<file path="src/rtl/syn_down_counter_ld_if.sv">
// rtl/syn_down_counter_ld_if.sv - control and status bundle for syn_down_counter_ld
//
// Purpose: groups the counter's control inputs and status outputs so the
//          controller and the counter share one typed port.
// Signals:
//   en    count enable, one decrement per enabled cycle while counting
//   load  load strobe, captures D on the clock edge
//   D     start / reload value (BITS wide)
//   Q     current count (BITS wide, registered in the counter)
//   busy  counter is in its counting state
//   done  one-cycle pulse when the count first shows zero
//   zero  Q == 0, combinational
// Modports: master drives en/load/D; slave is the counter.

interface syn_down_counter_ld_if #(
    parameter int BITS = 4
);
    logic            en;
    logic            load;
    logic [BITS-1:0] D;
    logic [BITS-1:0] Q;
    logic            busy;
    logic            done;
    logic            zero;

    modport master (
        output en,
        output load,
        output D,
        input  Q,
        input  busy,
        input  done,
        input  zero
    );

    modport slave (
        input  en,
        input  load,
        input  D,
        output Q,
        output busy,
        output done,
        output zero
    );
endinterface

</file>
<file path="src/rtl/syn_down_counter_ld.sv">
// rtl/syn_down_counter_ld.sv - loadable synchronous down counter / countdown timer
//
// Purpose: load a start value, decrement once per enabled cycle, pulse done
//          for one cycle when the count reaches zero. Never wraps below zero.
// Ports:
//   clk    rising-edge clock
//   reset  synchronous, active-high reset
//   bus    syn_down_counter_ld_if.slave (en, load, D, Q, busy, done, zero)
// Parameter:
//   BITS   width of counter, load value and Q
// Build option:
//   SYN_DOWN_CNT_AUTO_RELOAD_EN - when defined, the counter stays busy after
//   reaching zero and the next enabled cycle reloads the last loaded value,
//   giving a period of N+1 enabled cycles. Undefined gives one-shot behaviour.

module syn_down_counter_ld #(
    parameter int BITS = 4
) (
    input  logic                  clk,
    input  logic                  reset,
    syn_down_counter_ld_if.slave  bus
);

    typedef enum logic [1:0] {
        S_IDLE    = 2'd0,
        S_COUNT   = 2'd1,
        S_EXPIRED = 2'd2
    } state_t;

    state_t          state;
    logic [BITS-1:0] q_r;
    logic            busy_r;
    logic            done_r;

`ifdef SYN_DOWN_CNT_AUTO_RELOAD_EN
    // Reload value is only needed when the counter restarts itself.
    logic [BITS-1:0] reload_r;
`endif

    // Priority: reset > load > en.
    always_ff @(posedge clk) begin
        if (reset) begin
            state  <= S_IDLE;
            q_r    <= '0;
            busy_r <= 1'b0;
            done_r <= 1'b0;
`ifdef SYN_DOWN_CNT_AUTO_RELOAD_EN
            reload_r <= '0;
`endif
        end else if (bus.load) begin
            // A load always wins, aborting any count in flight without a done.
            q_r <= bus.D;
`ifdef SYN_DOWN_CNT_AUTO_RELOAD_EN
            reload_r <= bus.D;
`endif
            if (bus.D != '0) begin
                state  <= S_COUNT;
                busy_r <= 1'b1;
                done_r <= 1'b0;
            end else begin
                // Loading zero is an immediate expiry: one done pulse, not busy.
                state  <= S_EXPIRED;
                busy_r <= 1'b0;
                done_r <= 1'b1;
            end
        end else begin
            case (state)
                S_COUNT: begin
                    if (bus.en) begin
                        if (q_r > BITS'(1)) begin
                            q_r    <= q_r - BITS'(1);
                            done_r <= 1'b0;
                        end else if (q_r == BITS'(1)) begin
                            q_r    <= '0;
                            done_r <= 1'b1;
`ifndef SYN_DOWN_CNT_AUTO_RELOAD_EN
                            state  <= S_EXPIRED;
                            busy_r <= 1'b0;
`endif
                        end else begin
                            // Q == 0 while still counting only happens in
                            // auto-reload mode: restart the period.
`ifdef SYN_DOWN_CNT_AUTO_RELOAD_EN
                            q_r <= reload_r;
`endif
                            done_r <= 1'b0;
                        end
                    end else begin
                        done_r <= 1'b0;
                    end
                end
                S_EXPIRED: begin
                    done_r <= 1'b0;
                end
                default: begin
                    done_r <= 1'b0;
                end
            endcase
        end
    end

    assign bus.Q    = q_r;
    assign bus.busy = busy_r;
    assign bus.done = done_r;
    assign bus.zero = (q_r == '0);

endmodule
</file>
<file path="src/flat_wrapper.sv">
// flat-port wrapper written by rule: the top's interface ports become plain ports
module syn_down_counter_ld_flat 
#(
    parameter int BITS = 4
)
  (clk, reset, bus_en, bus_load, bus_D, bus_Q, bus_busy, bus_done, bus_zero);
  syn_down_counter_ld_if #(.BITS(BITS)) bus_i ();
  input  logic clk;
  input  logic reset;
  input wire logic [$bits(bus_i.en)-1:0] bus_en;
  input wire logic [$bits(bus_i.load)-1:0] bus_load;
  input wire logic [$bits(bus_i.D)-1:0] bus_D;
  output wire logic [$bits(bus_i.Q)-1:0] bus_Q;
  output wire logic [$bits(bus_i.busy)-1:0] bus_busy;
  output wire logic [$bits(bus_i.done)-1:0] bus_done;
  output wire logic [$bits(bus_i.zero)-1:0] bus_zero;
  assign bus_i.en = bus_en;
  assign bus_i.load = bus_load;
  assign bus_i.D = bus_D;
  assign bus_Q = bus_i.Q;
  assign bus_busy = bus_i.busy;
  assign bus_done = bus_i.done;
  assign bus_zero = bus_i.zero;
  syn_down_counter_ld #(.BITS(BITS)) u_core (.clk(clk), .reset(reset), .bus(bus_i));
endmodule
</file>
<file path="config.mk">
export PLATFORM = sky130hd
export DESIGN_NAME = syn_down_counter_ld_flat
export DESIGN_NICKNAME = d
export VERILOG_FILES = /design/src/rtl/syn_down_counter_ld_if.sv /design/src/rtl/syn_down_counter_ld.sv /design/src/flat_wrapper.sv
export SDC_FILE = /design/constraint.sdc
export NUM_CORES = 1
export LEC_CHECK = 0
export CAP_MARGIN = 20
export CORE_AREA = 2 2 39 41
export CTS_CLUSTER_DIAMETER = 60
export DETAILED_ROUTE_END_ITERATION = 12
export DIE_AREA = 0 0 41 43
export GPL_TIMING_DRIVEN = 0
export PLACE_DENSITY = 0.59
export SETUP_SLACK_MARGIN = 0.15
export SLEW_MARGIN = 20
export SYNTH_ARGS = -nofsm -noshare
export SYNTH_HDL_FRONTEND = slang
export SYNTH_SLANG_ARGS = --single-unit
</file>
<file path="constraint.sdc">
create_clock -name clk -period 1.75 [get_ports clk]
set_clock_uncertainty 0.2 [all_clocks]
set_input_delay 0.2625 -clock clk [delete_from_list [all_inputs] [get_ports clk]]
set_output_delay 0.2625 -clock clk [all_outputs]
set_load 0.005 [all_outputs]
</file>
==> results.sh, run 1 <==
export IMPL_clock_fmax_mhz=597
export IMPL_route_detailed_drc=0
export IMPL_overflow=0
export IMPL_yosysTopAreaCell="dfxtp_1"
export IMPL_synthCells=45
export IMPL_status="complete, no violations"
export IMPL_numClockSinks=7
export IMPL_ys_ff_latch=7
export IMPL_reg2reg_from="u_core.bus.Q[1]"
export IMPL_hold_path_end="u_core.bus.Q[2]"
export IMPL_rows=14
export IMPL_fin_crit_ps=1680
export IMPL_clock_latency_ps=260
export IMPL_syn_num_nets=56
export IMPL_ys_warn_count=0
export IMPL_path_max_fanout=4
export IMPL_ys_flop_type="dfxtp_1"
export IMPL_syn_mean_instance_area_um2=8.81
export IMPL_p_seq_frac=0.411
export IMPL_path_clk_slew_ps=60
export IMPL_htree_levels=1
export IMPL_min_from="bus_D[2]"
export IMPL_final_nets=78
export IMPL_ys_top_cells_by_count="7 x dfxtp_1, 5 x inv_1, 3 x ha_1, 3 x nand2_1, 3 x nor2_1"
export IMPL_syn_to_final_growth_pct=62.5
export IMPL_numCtsBuffers=3
export IMPL_drive_gt1_frac=0.273
export IMPL_leakage_nw=0.261
export IMPL_worst_slew_pin_slew_ps=365
export IMPL_period_share=0.958
export IMPL_grt_max_degree=9
export IMPL_ys_seq_area_frac=0.353
export IMPL_setup_violations=0
export IMPL_cts_buffer_depth=2
export IMPL_hold_violations=0
export IMPL_drv_slew=0
export IMPL_grtUsageTotal=0.150
export IMPL_netlist_area_um2=397
export IMPL_ant_nets=0
export IMPL_synth_area_top_cells="dfxtp_1 35%, ha_1 9.5%, inv_1 4.7%, nor3b_1 3.8%, o211ai_1 3.8%"
export IMPL_slew_headroom=0.753
export IMPL_switchingPower_mw=0.123
export IMPL_holdBufCountCts=0
export IMPL_swShare=0.279
export IMPL_antennaDiodeCount=0
export IMPL_synth_top_cell_area_share=0.353
export IMPL_power_frac_comb=0.245
export IMPL_rrSetupSlack_ps=70
export IMPL_synth_edf_count=0
export IMPL_via_per_inst=5.20
export IMPL_clock_power_share=0.344
export IMPL_reg2reg_depth=5
export IMPL_dr_first_iter_drc_count=3
export IMPL_placement_io_buffers=14
export IMPL_maxCapViolations=0
export IMPL_yosysMostFrequentCell="dfxtp_1"
export IMPL_cts_tree="built"
export IMPL_cp_end_kind="flop"
export IMPL_io_pins=15
export IMPL_antenna_found_initial=0
export IMPL_clockRootBuffer="clkbuf_4"
export IMPL_wl_per_cell_um=12.0
export IMPL_yosysUniqueCellTypes=26
export IMPL_fin_util=0.466
export IMPL_peakVddDrop_mv=0.314
export IMPL_die_area_um2=1760
export IMPL_cp_start_kind="flop"
export IMPL_crit_required_ps=1690
export IMPL_grt_pass1_wl_um=1650
export IMPL_cp_arrival_ps=1610
export IMPL_die_w_um=41
export IMPL_initial_utilization=0.287
export IMPL_timing_worst_setup_path_type="reg2reg"
export IMPL_cellInternalPower_mw=0.318
export IMPL_gp_congestion=0.731
export IMPL_core_area_um2=1380
export IMPL_power_mw=0.441
export IMPL_vias=426
export IMPL_hold_path_class="in2reg"
export IMPL_synthArstFlopShare=0
export IMPL_wl_um=983
export IMPL_rsz0062_at_grt="true"
export IMPL_hold_depth=3
export IMPL_place_hpwl_um=694
export IMPL_die_h_um=43
export IMPL_r2r_end="u_core.bus.busy"
export IMPL_firstDrtPassIters=2
export IMPL_grt_pass1_vias=388
export IMPL_p_per_area_nw_per_um2=685
==> how the worst max path moves through the flow <==
stage	startpoint	to	slack, ps
detailed placement	bus_load	u_core.bus.busy	-260
CTS	u_core.bus.Q[1]	u_core.bus.busy	80
floorplan	u_core.bus.Q[1]	u_core.bus.busy	130
finish	u_core.bus.Q[1]	u_core.bus.busy	70
global route	u_core.bus.Q[1]	u_core.bus.busy	30
global placement	bus_load	u_core.bus.busy	-280
==> metal layers <==
metal / vias to the layer above / wire (um) / share of wire / global-route usage
met2: 11 / 443 / 0.45 / 0.184
met1: 197 / 472 / 0.48 / 0.181
met3: 2 / 51 / 0.052 / 0.0524
li1: 216 / - / - / -
met4: 0 / 15 / 0.015 / 0.160
met5: - / 0 / 0 / 0
==> power groups by stage <==
stage	registers, mW	logic (mW)	clock network (mW)
6_report	0.181	0.108	0.152
5_1_grt	0.183	0.120	0.168
4_1_cts	0.181	0.106	0.164
3_5_place_dp	0.186	0.0993	0
3_3_place_gp	0.187	0.0987	0
2_1_floorplan	0.185	0.0464	0
==> placed cells by master, fill, tap and decap left out, types with 2 or more instances in the layout <==
cell type | Yosys | routed
clkdlybuf4s50_1 | 0 | 9
inv_1 | 5 | 3
nor2_1 | 3 | 3
nand2_1 | 3 | 3
clkbuf_4 | 0 | 3
dlygate4sd2_1 | 0 | 3
buf_4 | 0 | 3
dfxtp_1 | 7 | 3
a21oi_1 | 2 | 2
o211ai_1 | 2 | 2
ha_1 | 3 | 2
dfxtp_4 | 0 | 2
dfxtp_2 | 0 | 2
==> sequential cells by signal, indices dropped and copies added, names as in the netlist <==
register / count
u_core.bus.done: 1
u_core.state: 1
u_core.bus.busy: 1
u_core.bus.Q: 4
==> critical path, stage by stage (launching register included) <==
cell     delay, ps
dfxtp_2        340
inv_4           80
ha_4           130
or4b_4         440
o22a_1         230
nor3b_1        140
==> through the flow <==
stage / hold slack [ps] / TNS (ps) / std cells / instance area [um2] / worst slack [ps]
4_1_cts: 217 / 0 / 82 / 631 / 82.3
6_report: 227 / 0 / 82 / 644 / 74.3
3_5_place_dp: 260 / -613 / 75 / 572 / -261
5_1_grt: 262 / 0 / 82 / 644 / 33.0
2_1_floorplan: 132 / 0 / 45 / 412 / 131
3_3_place_gp: 252 / -734 / 75 / 572 / -279
==> cells by family (layout without fill, tap and decap cells) <==
kind of cell	Yosys count	count (layout)	synth area share
and+or+nand+nor	16	16	0.246
AOI/OAI and AO/OA	13	13	0.237
DFF	7	7	0.353
buffers and inverters	5	26	0.0473
adders and majority gates	3	3	0.0946
xor gates and xnor gates	1	1	0.0221
==> repair_timing <==
item                                    4_1_cts  5_1_grt
endpoints found under the setup margin       11       10
pin swaps                                     2        2
buffers inserted                              3        0
endpoints found under the hold margin         0        0
resized for setup                            16        3
==> layout make-up <==
cell class | instances | area [um2]
Multi-Input combinational cell | 33 | 270
Inverter | 5 | 21.3
Sequential cell | 7 | 150
Timing Repair Buffer | 17 | 156
Clock buffer | 4 | 26.3
Tap cell | 16 | 20.0
Fill cell | 143 | 739
Note: power is estimated with default switching activity, not from simulation.
==> run 2: changes to the inputs <==
--- a/config.mk
+++ b/config.mk
@@ -11,6 +11,7 @@
 export DETAILED_ROUTE_END_ITERATION = 12
 export DIE_AREA = 0 0 41 43
 export GPL_TIMING_DRIVEN = 0
+export HOLD_SLACK_MARGIN = 0.08
 export PLACE_DENSITY = 0.59
 export SETUP_SLACK_MARGIN = 0.15
 export SLEW_MARGIN = 20
==> results of run 2 <==
No change in the layout: final DEF, timing and power equal those of run 1.
